===== config.mk =====
export PLATFORM = sky130hd
export DESIGN_NAME = spi_sclk_ctrl
export DESIGN_NICKNAME = d
export VERILOG_FILES = /design/src/rtl/spi_sclk_ctrl.sv
export SDC_FILE = /design/constraint.sdc
export NUM_CORES = 1
export LEC_CHECK = 0
export CELL_PAD_IN_SITES_DETAIL_PLACEMENT = 0
export CELL_PAD_IN_SITES_GLOBAL_PLACEMENT = 1
export CORE_MARGIN = 5
export CORE_UTILIZATION = 36
export CTS_CLUSTER_SIZE = 16
export DETAILED_ROUTE_END_ITERATION = 16
export HOLD_SLACK_MARGIN = 0.08
export PLACE_DENSITY = 0.76
export SLEW_MARGIN = 15
export SYNTH_ARGS = -nofsm -noshare
export SYNTH_HDL_FRONTEND = slang
export SYNTH_SLANG_ARGS = --single-unit

===== constraint.sdc =====
create_clock -name clk_in -period 1.8 [get_ports clk_in]
set_input_delay 0.45 -clock clk_in [delete_from_list [all_inputs] [get_ports clk_in]]
set_output_delay 0.45 -clock clk_in [all_outputs]
set_load 0.01 [all_outputs]

===== src/rtl/spi_sclk_ctrl.sv =====
// SPI serial-clock sequencer: chip-select setup, nbits SCLK periods, hold, release.
// Optional SPI_SCLK_CPOL_EN adds a cpol input selecting the SCLK idle level per transfer.
module spi_sclk_ctrl #(
    parameter int unsigned DIV_W    = 8,
    parameter int unsigned CNT_W    = 6,
    parameter int unsigned CS_SETUP = 2,
    parameter int unsigned CS_HOLD  = 2
) (
    input  logic             clk_in,
    input  logic             rst,
    input  logic             start,
    input  logic             abort,
`ifdef SPI_SCLK_CPOL_EN
    input  logic             cpol,
`endif
    input  logic [DIV_W-1:0] half_div,
    input  logic [CNT_W-1:0] nbits,
    output logic             busy,
    output logic             done,
    output logic             cs_n,
    output logic             sclk,
    output logic             lead_stb,
    output logic             trail_stb,
    output logic [CNT_W-1:0] bit_idx
);

    localparam int unsigned PhMax = (CS_SETUP > CS_HOLD) ? CS_SETUP : CS_HOLD;
    localparam int unsigned PhW   = (PhMax < 2) ? 1 : $clog2(PhMax + 1);
    localparam logic [CNT_W-1:0] BitOne = CNT_W'(1);
    localparam logic [DIV_W-1:0] DivOne = DIV_W'(1);
    localparam logic [PhW-1:0]   PhOne  = PhW'(1);

    typedef enum logic [1:0] {StIdle, StSetup, StRun, StHold} state_e;

    state_e           state_q, state_d;
    logic [DIV_W-1:0] hd_q, hd_d, div_q, div_d;
    logic [CNT_W-1:0] nb_q, nb_d, bit_q, bit_d;
    logic [PhW-1:0]   ph_q, ph_d;
    logic             idle_q, idle_d, last_q, last_d;
    logic             sclk_q, sclk_d, lead_q, lead_d, trail_q, trail_d;
    logic             done_q, done_d, busy_q, busy_d, cs_n_q, cs_n_d;
    logic             cpol_in;

`ifdef SPI_SCLK_CPOL_EN
    assign cpol_in = cpol;
`else
    assign cpol_in = 1'b0;
`endif

    always_comb begin
        state_d = state_q;
        hd_d    = hd_q;
        nb_d    = nb_q;
        div_d   = div_q;
        bit_d   = bit_q;
        ph_d    = ph_q;
        idle_d  = idle_q;
        last_d  = last_q;
        sclk_d  = sclk_q;
        lead_d  = 1'b0;
        trail_d = 1'b0;
        done_d  = 1'b0;
        unique case (state_q)
            StIdle: begin
                if (start) begin
                    state_d = StSetup;
                    hd_d    = half_div;
                    nb_d    = nbits;
                    idle_d  = cpol_in;
                    sclk_d  = cpol_in;
                    ph_d    = '0;
                end
            end
            StSetup: begin
                if (ph_q == PhW'(CS_SETUP - 1)) begin
                    state_d = StRun;
                    div_d   = '0;
                    bit_d   = '0;
                    // Zero-length transfer spends one RUN cycle with no edges, then holds.
                    last_d  = (nb_q == '0);
                end else begin
                    ph_d = ph_q + PhOne;
                end
            end
            StRun: begin
                if (last_q) begin
                    state_d = StHold;
                    ph_d    = '0;
                    bit_d   = '0;
                end else if (div_q == hd_q) begin
                    div_d  = '0;
                    sclk_d = ~sclk_q;
                    if (sclk_q == idle_q) begin
                        lead_d = 1'b1;
                    end else begin
                        trail_d = 1'b1;
                        if (bit_q + BitOne == nb_q) begin
                            last_d = 1'b1;
                        end else begin
                            bit_d = bit_q + BitOne;
                        end
                    end
                end else begin
                    div_d = div_q + DivOne;
                end
            end
            StHold: begin
                if (ph_q == PhW'(CS_HOLD - 1)) begin
                    state_d = StIdle;
                    done_d  = 1'b1;
                end else begin
                    ph_d = ph_q + PhOne;
                end
            end
            default: state_d = StIdle;
        endcase
        if (abort && (state_q != StIdle)) begin
            state_d = StIdle;
            sclk_d  = idle_q;
            lead_d  = 1'b0;
            trail_d = 1'b0;
            done_d  = 1'b0;
            bit_d   = '0;
            div_d   = '0;
            last_d  = 1'b0;
        end
        busy_d = (state_d != StIdle);
        cs_n_d = (state_d == StIdle);
    end

    always_ff @(posedge clk_in) begin
        if (rst) begin
            state_q <= StIdle;
            hd_q    <= '0;
            nb_q    <= '0;
            div_q   <= '0;
            bit_q   <= '0;
            ph_q    <= '0;
            idle_q  <= 1'b0;
            last_q  <= 1'b0;
            sclk_q  <= 1'b0;
            lead_q  <= 1'b0;
            trail_q <= 1'b0;
            done_q  <= 1'b0;
            busy_q  <= 1'b0;
            cs_n_q  <= 1'b1;
        end else begin
            state_q <= state_d;
            hd_q    <= hd_d;
            nb_q    <= nb_d;
            div_q   <= div_d;
            bit_q   <= bit_d;
            ph_q    <= ph_d;
            idle_q  <= idle_d;
            last_q  <= last_d;
            sclk_q  <= sclk_d;
            lead_q  <= lead_d;
            trail_q <= trail_d;
            done_q  <= done_d;
            busy_q  <= busy_d;
            cs_n_q  <= cs_n_d;
        end
    end

    assign busy      = busy_q;
    assign done      = done_q;
    assign cs_n      = cs_n_q;
    assign sclk      = sclk_q;
    assign lead_stb  = lead_q;
    assign trail_stb = trail_q;
    assign bit_idx   = bit_q;

endmodule

# Yosys cells after proc, flatten, opt, wreduce, memory -nomap -nowiden
# Index checks and enable logic that the tools add are counted.
# word_totals
regBits	39
input_bits	18
output_inout_bits	12
# op_classes
add_sub_neg	3
eq_ne	17
mux	34
n_bitwise	4
n_reduce_logical	18
# op_table
operator	count
$mux W6	5
$mux W8	3
$ne A3 B3 Y1 const B	6
$mux W2	8
$pmux W8 S2	1
$mux W1	12
$pmux W6 S2	1
$ne A2 B2 Y1 const B	5
$add A8 B1 Y8 const B	1
$eq A8 B8 Y1	1
$pmux W2 S4	1
$add A6 B1 Y6 const B	1
$eq A6 B6 Y1	1
$logic_not A6 Y1	1
$pmux W2 S3	1
$reduce_and A3 Y1	2
$reduce_bool A2 Y1	3
$reduce_and A5 Y1	1
$reduce_or A5 Y1	1
$eq A2 B1 Y1 const B	2
$eq A2 B2 Y1 const B	2
$logic_not A2 Y1	2
$not A1 Y1	4
$pmux W1 S2	2
7 further kinds	9

# Logic depth before layout (Yosys ltp)
# logic_depth
depth_word	7
ltp_mapped	8
depth_no_buf	8

# Least setup slack after synthesis
# No wires, ideal clock.
# synth_path
path_kind	register -> register
from	register bit_q[0] (netlist: bit_idx[0])
to	register bit_q[5] (netlist: bit_idx[5])
setup_time_ps	129
t_arrival_ps	1781
t_required_ps	1671
setup_slack_ps	-110
path_stages_with_launch	8
n_path_buf	0
synth_period_minus_slack_ps	1910
path_cell_list	dfxtp_1 -> ha_1 -> xor2_1 -> o211ai_1 -> mux2i_1 -> a2111o_1 -> nand4_1 -> o221ai_2
# synth_between
elab_chain_cells	6
word_cells_on_any_way	9
# synth_rtl
element	line	rtl
from (decl)	37	logic [CNT_W-1:0] nb_q, nb_d, bit_q, bit_d;
from (signal assigned)	152	bit_q <= bit_d;
$add A6 B1 Y6 (*)	97, 100	
$mux W6	97	if (bit_q + BitOne == nb_q) begin
$mux W6	93	if (sclk_q == idle_q) begin
$mux W6	90	end else if (div_q == hd_q) begin
$mux W6	86	if (last_q) begin
$pmux W6 S2	63	unique case (state_q)
# Every way passes the cells marked *; elsewhere a longest branch is shown, timed or not. The select of a mux whose other input is x is not followed.
# A chain may end at the register's enable or synchronous reset.

# Final worst setup path
# layout_path
from	register bit_q[1] (netlist: bit_idx[1])
to	register bit_q[2] (netlist: bit_idx[2])
# The elaborated chain is that of the path after synthesis.

==> run_results.csv <==
group,metric,value,unit
power_and_ir_drop,p_switching,479,uW
cells_and_area,final_common_cell,"nand2_1",
timing,clock.fmax,555,MHz
timing,rsz0062_at_grt,"yes",
routing,detail-route-antenna-nets,0,
placed_design,io_buffers,29,
synth,synth_edf_count,0,
timing,period_share,100,%
routing,dr_total_vias,1818,
timing,slew_viol_final,0,
synth,syn_inst,238,
grt,grt_use_total,14.1,%
timing,whs,473,ps
placed_design,hpwl,3700,um
cells_and_area,final_layout_size_suffix_gt1_share,22.1,%
floorplanning,core,0.00520,sq mm
timing,finalSetupTns,-1.99,ps
clock_network,clk_latency,300,ps
power_and_ir_drop,finalPower,1950,uW
timing,tightest_slew,525,ps
routing,wl_per_cell,13.5,um
floorplanning,start_util,37.7,%
floorplanning,die_area,0.00702,sq mm
cells_and_area,nNetsFinal,318,
timing,maxSlewHeadroom,65.0,%
critical_path,critPathKind,"reg -> reg",
cells_and_area,final_cell_mix,"nand2_1 (41), dfxtp_1 (31), buf_4 (31)",
grt,first_global_vias,1737,
synth,seq_area_frac_synth,39.8,%
routing,via_per_inst,4.94,
clock_network,cts_tree,"done",
clock_network,cts_buffers,5,
synth,yosys_warnings,0,
grt,grt_overflow,0,
outcome,violations,"negative setup slack",
power_and_ir_drop,switching_share,24.6,%
clock_network,clock_path_buffers,2,
power_and_ir_drop,clkPwrFrac,39.6,%
routing,dr.pass1.iters,4,
timing,fin_ws,-1.99,ps
placed_design,placed_cells,359,
timing,final.min_clock_period,1800,ps
synth,yosysUniqueCellTypes,48,
job,cap_violations,0,
timing,hold_viol_final,0,
synth,syn_area,0.00196,sq mm
synth,async_reset_ff_share,0,%
critical_path,cp_max_fo,7,
power_and_ir_drop,internal_power,1470,uW
clock_network,cts.clk_slew.worst_paths,80,ps
outcome,status,"finished, violations left",
synth,syn_nets,259,
clock_network,cts_max_level,2,
grt,antenna_found_initial,0,
power_and_ir_drop,vdd_drop_max,402,uV
timing,setup_violations,1,
critical_path,required,2020,ps
timing,fin_skew,7.52,ps
placed_design,gp_congestion,0.792,
floorplanning,ioPinCount,30,
synth,synth_seq_cells,39,
power_and_ir_drop,p_per_area,721,mW/mm^2
floorplanning,die_w,83.8,um
cells_and_area,antennaDiodeCount,0,
power_and_ir_drop,p_seq_share,47.0,%
power_and_ir_drop,p_leak,0.00106,uW
clock_network,cts_hold_repair.buffers,0,
routing,drc,0,
floorplanning,die_y,83.8,um
cells_and_area,final_cells,368,
clock_network,cts_root_buffer,"clkbuf_8",
cells_and_area,syn_to_final_growth,37.8,%
power_and_ir_drop,comb_power_share,13.4,%
grt,grt_first_pass_wirelength,8040,um
routing,drt_iter0_drc,77,
synth,syn_area_per_cell,8.24,sq um
floorplanning,rows,26,
critical_path,cp.arrival,2020,ps
routing,wl,4970,um
critical_path,worstSetupStartpointType,"flip-flop",
placed_design,dpl_worst_slack,-98.9,ps
critical_path,worst_setup_path_end_kind,"flip-flop",
grt,grt_max_degree,19,
synth,synth-main-ff-cell,"dfxtp_1",
clock_network,cts.sinks,39,
worst_hold_path,hp-class,"reg -> reg",
[cell families (layout without fill, tap and decap cells)]
logic type | count (synthesis) | in the layout | synth area share [%]
AOI/OAI and AO/OA | 54 | 54 | 17.5
xor gates and xnor gates | 16 | 16 | 7.15
adders and majority gates | 3 | 3 | 1.91
buffers and inverters | 13 | 73 | 3.83
DFF | 39 | 39 | 39.8
muxes | 3 | 3 | 1.60
and+or+nand+nor | 110 | 110 | 28.2
[repair_timing]
item                       4_1_cts  5_1_grt
resized for setup                9       15
setup endpoints to repair       11       14
pin swaps                        3        4
setup buffers                    1        0
[path summary, 6_finish.rpt]
check / startpoint / cells past startpoint / slack, ps / endpoint
max reg2reg: bit_idx[1] / 7 / -2 / bit_idx[2]
max: bit_idx[1] / 7 / -2 / bit_idx[2]
min reg2reg: hd_q[0] / 2 / 470 / hd_q[0]
min: hd_q[0] / 2 / 470 / hd_q[0]
[layer usage]
| metal | up-vias | share of wire (%) | track usage (%) |
|---|---|---|---|
| met5 | - | 0 | 0 |
| met3 | 7 | 4.5 | 3.36 |
| li1 | 948 | - | - |
| met1 | 829 | 50 | 18.3 |
| met4 | 0 | 1.5 | 5.41 |
| met2 | 34 | 44 | 22.6 |
[critical path: stages (launching register included)]
cell and delay [ps]:
dfxtp_4 370, ha_4 280, xnor2_2 100, nand3_1 110
a2111o_1 350, o22ai_4 260, o211ai_1 150, o21ai_1 110
[Yosys cell counts (3+ instances only)]
cell	count	share of area (%)
dfxtp_1	39	40
nand3b_1	5	1.9
xnor2_1	10	4.5
clkbuf_1	4	0.77
a21oi_1	25	6.4
nor3_1	7	1.8
ha_1	3	1.9
o21ai_0	12	3.1
and3_1	3	0.96
nand3_1	12	3.1
nor2_1	19	3.6
xor2_1	6	2.7
nand2b_1	3	0.96
nand2_1	41	7.8
nand4_1	4	1.3
inv_1	4	0.77
o211ai_1	4	1.5
[power groups by stage]
stage	sequential [uW]	clock, uW	combinational, uW
after floorplan	933	0	143
after global placement	942	0	255
after detailed placement	942	0	257
after CTS	919	786	258
after global routing	921	814	289
final	916	772	261
[sequential cells by signal (all words and copies together) (netlist names)]
| signal | flops |
|---|---|
| bit_idx | 6 |
| done | 1 |
| busy | 1 |
| sclk | 1 |
| lead_stb | 1 |
| cs_n | 1 |
| ph_q | 2 |
| last_q | 1 |
| state_q | 2 |
| div_q | 8 |
| hd_q | 8 |
| trail_stb | 1 |
| nb_q | 6 |
[per-stage QoR]
step / instance area [sq um] / util (%)
floorplan: 1970 / -
global placement: 2520 / 48.5
detailed placement: 2520 / 48.5
CTS: 2660 / 51.1
global route: 2700 / 51.9
finish: 2700 / 51.9
[layout make-up]
| cell class | count | area (sq um) |
|---|---|---|
| clock buffers | 6 | 82.6 |
| clock inverters | 2 | 35.0 |
| fillers | 524 | 2500 |
| inverters | 4 | 15.0 |
| multi-input cells | 186 | 1150 |
| flip-flops and latches | 39 | 801 |
| well taps | 70 | 87.6 |
| repair buffers | 61 | 534 |
(Power assumes the default switching activity.)
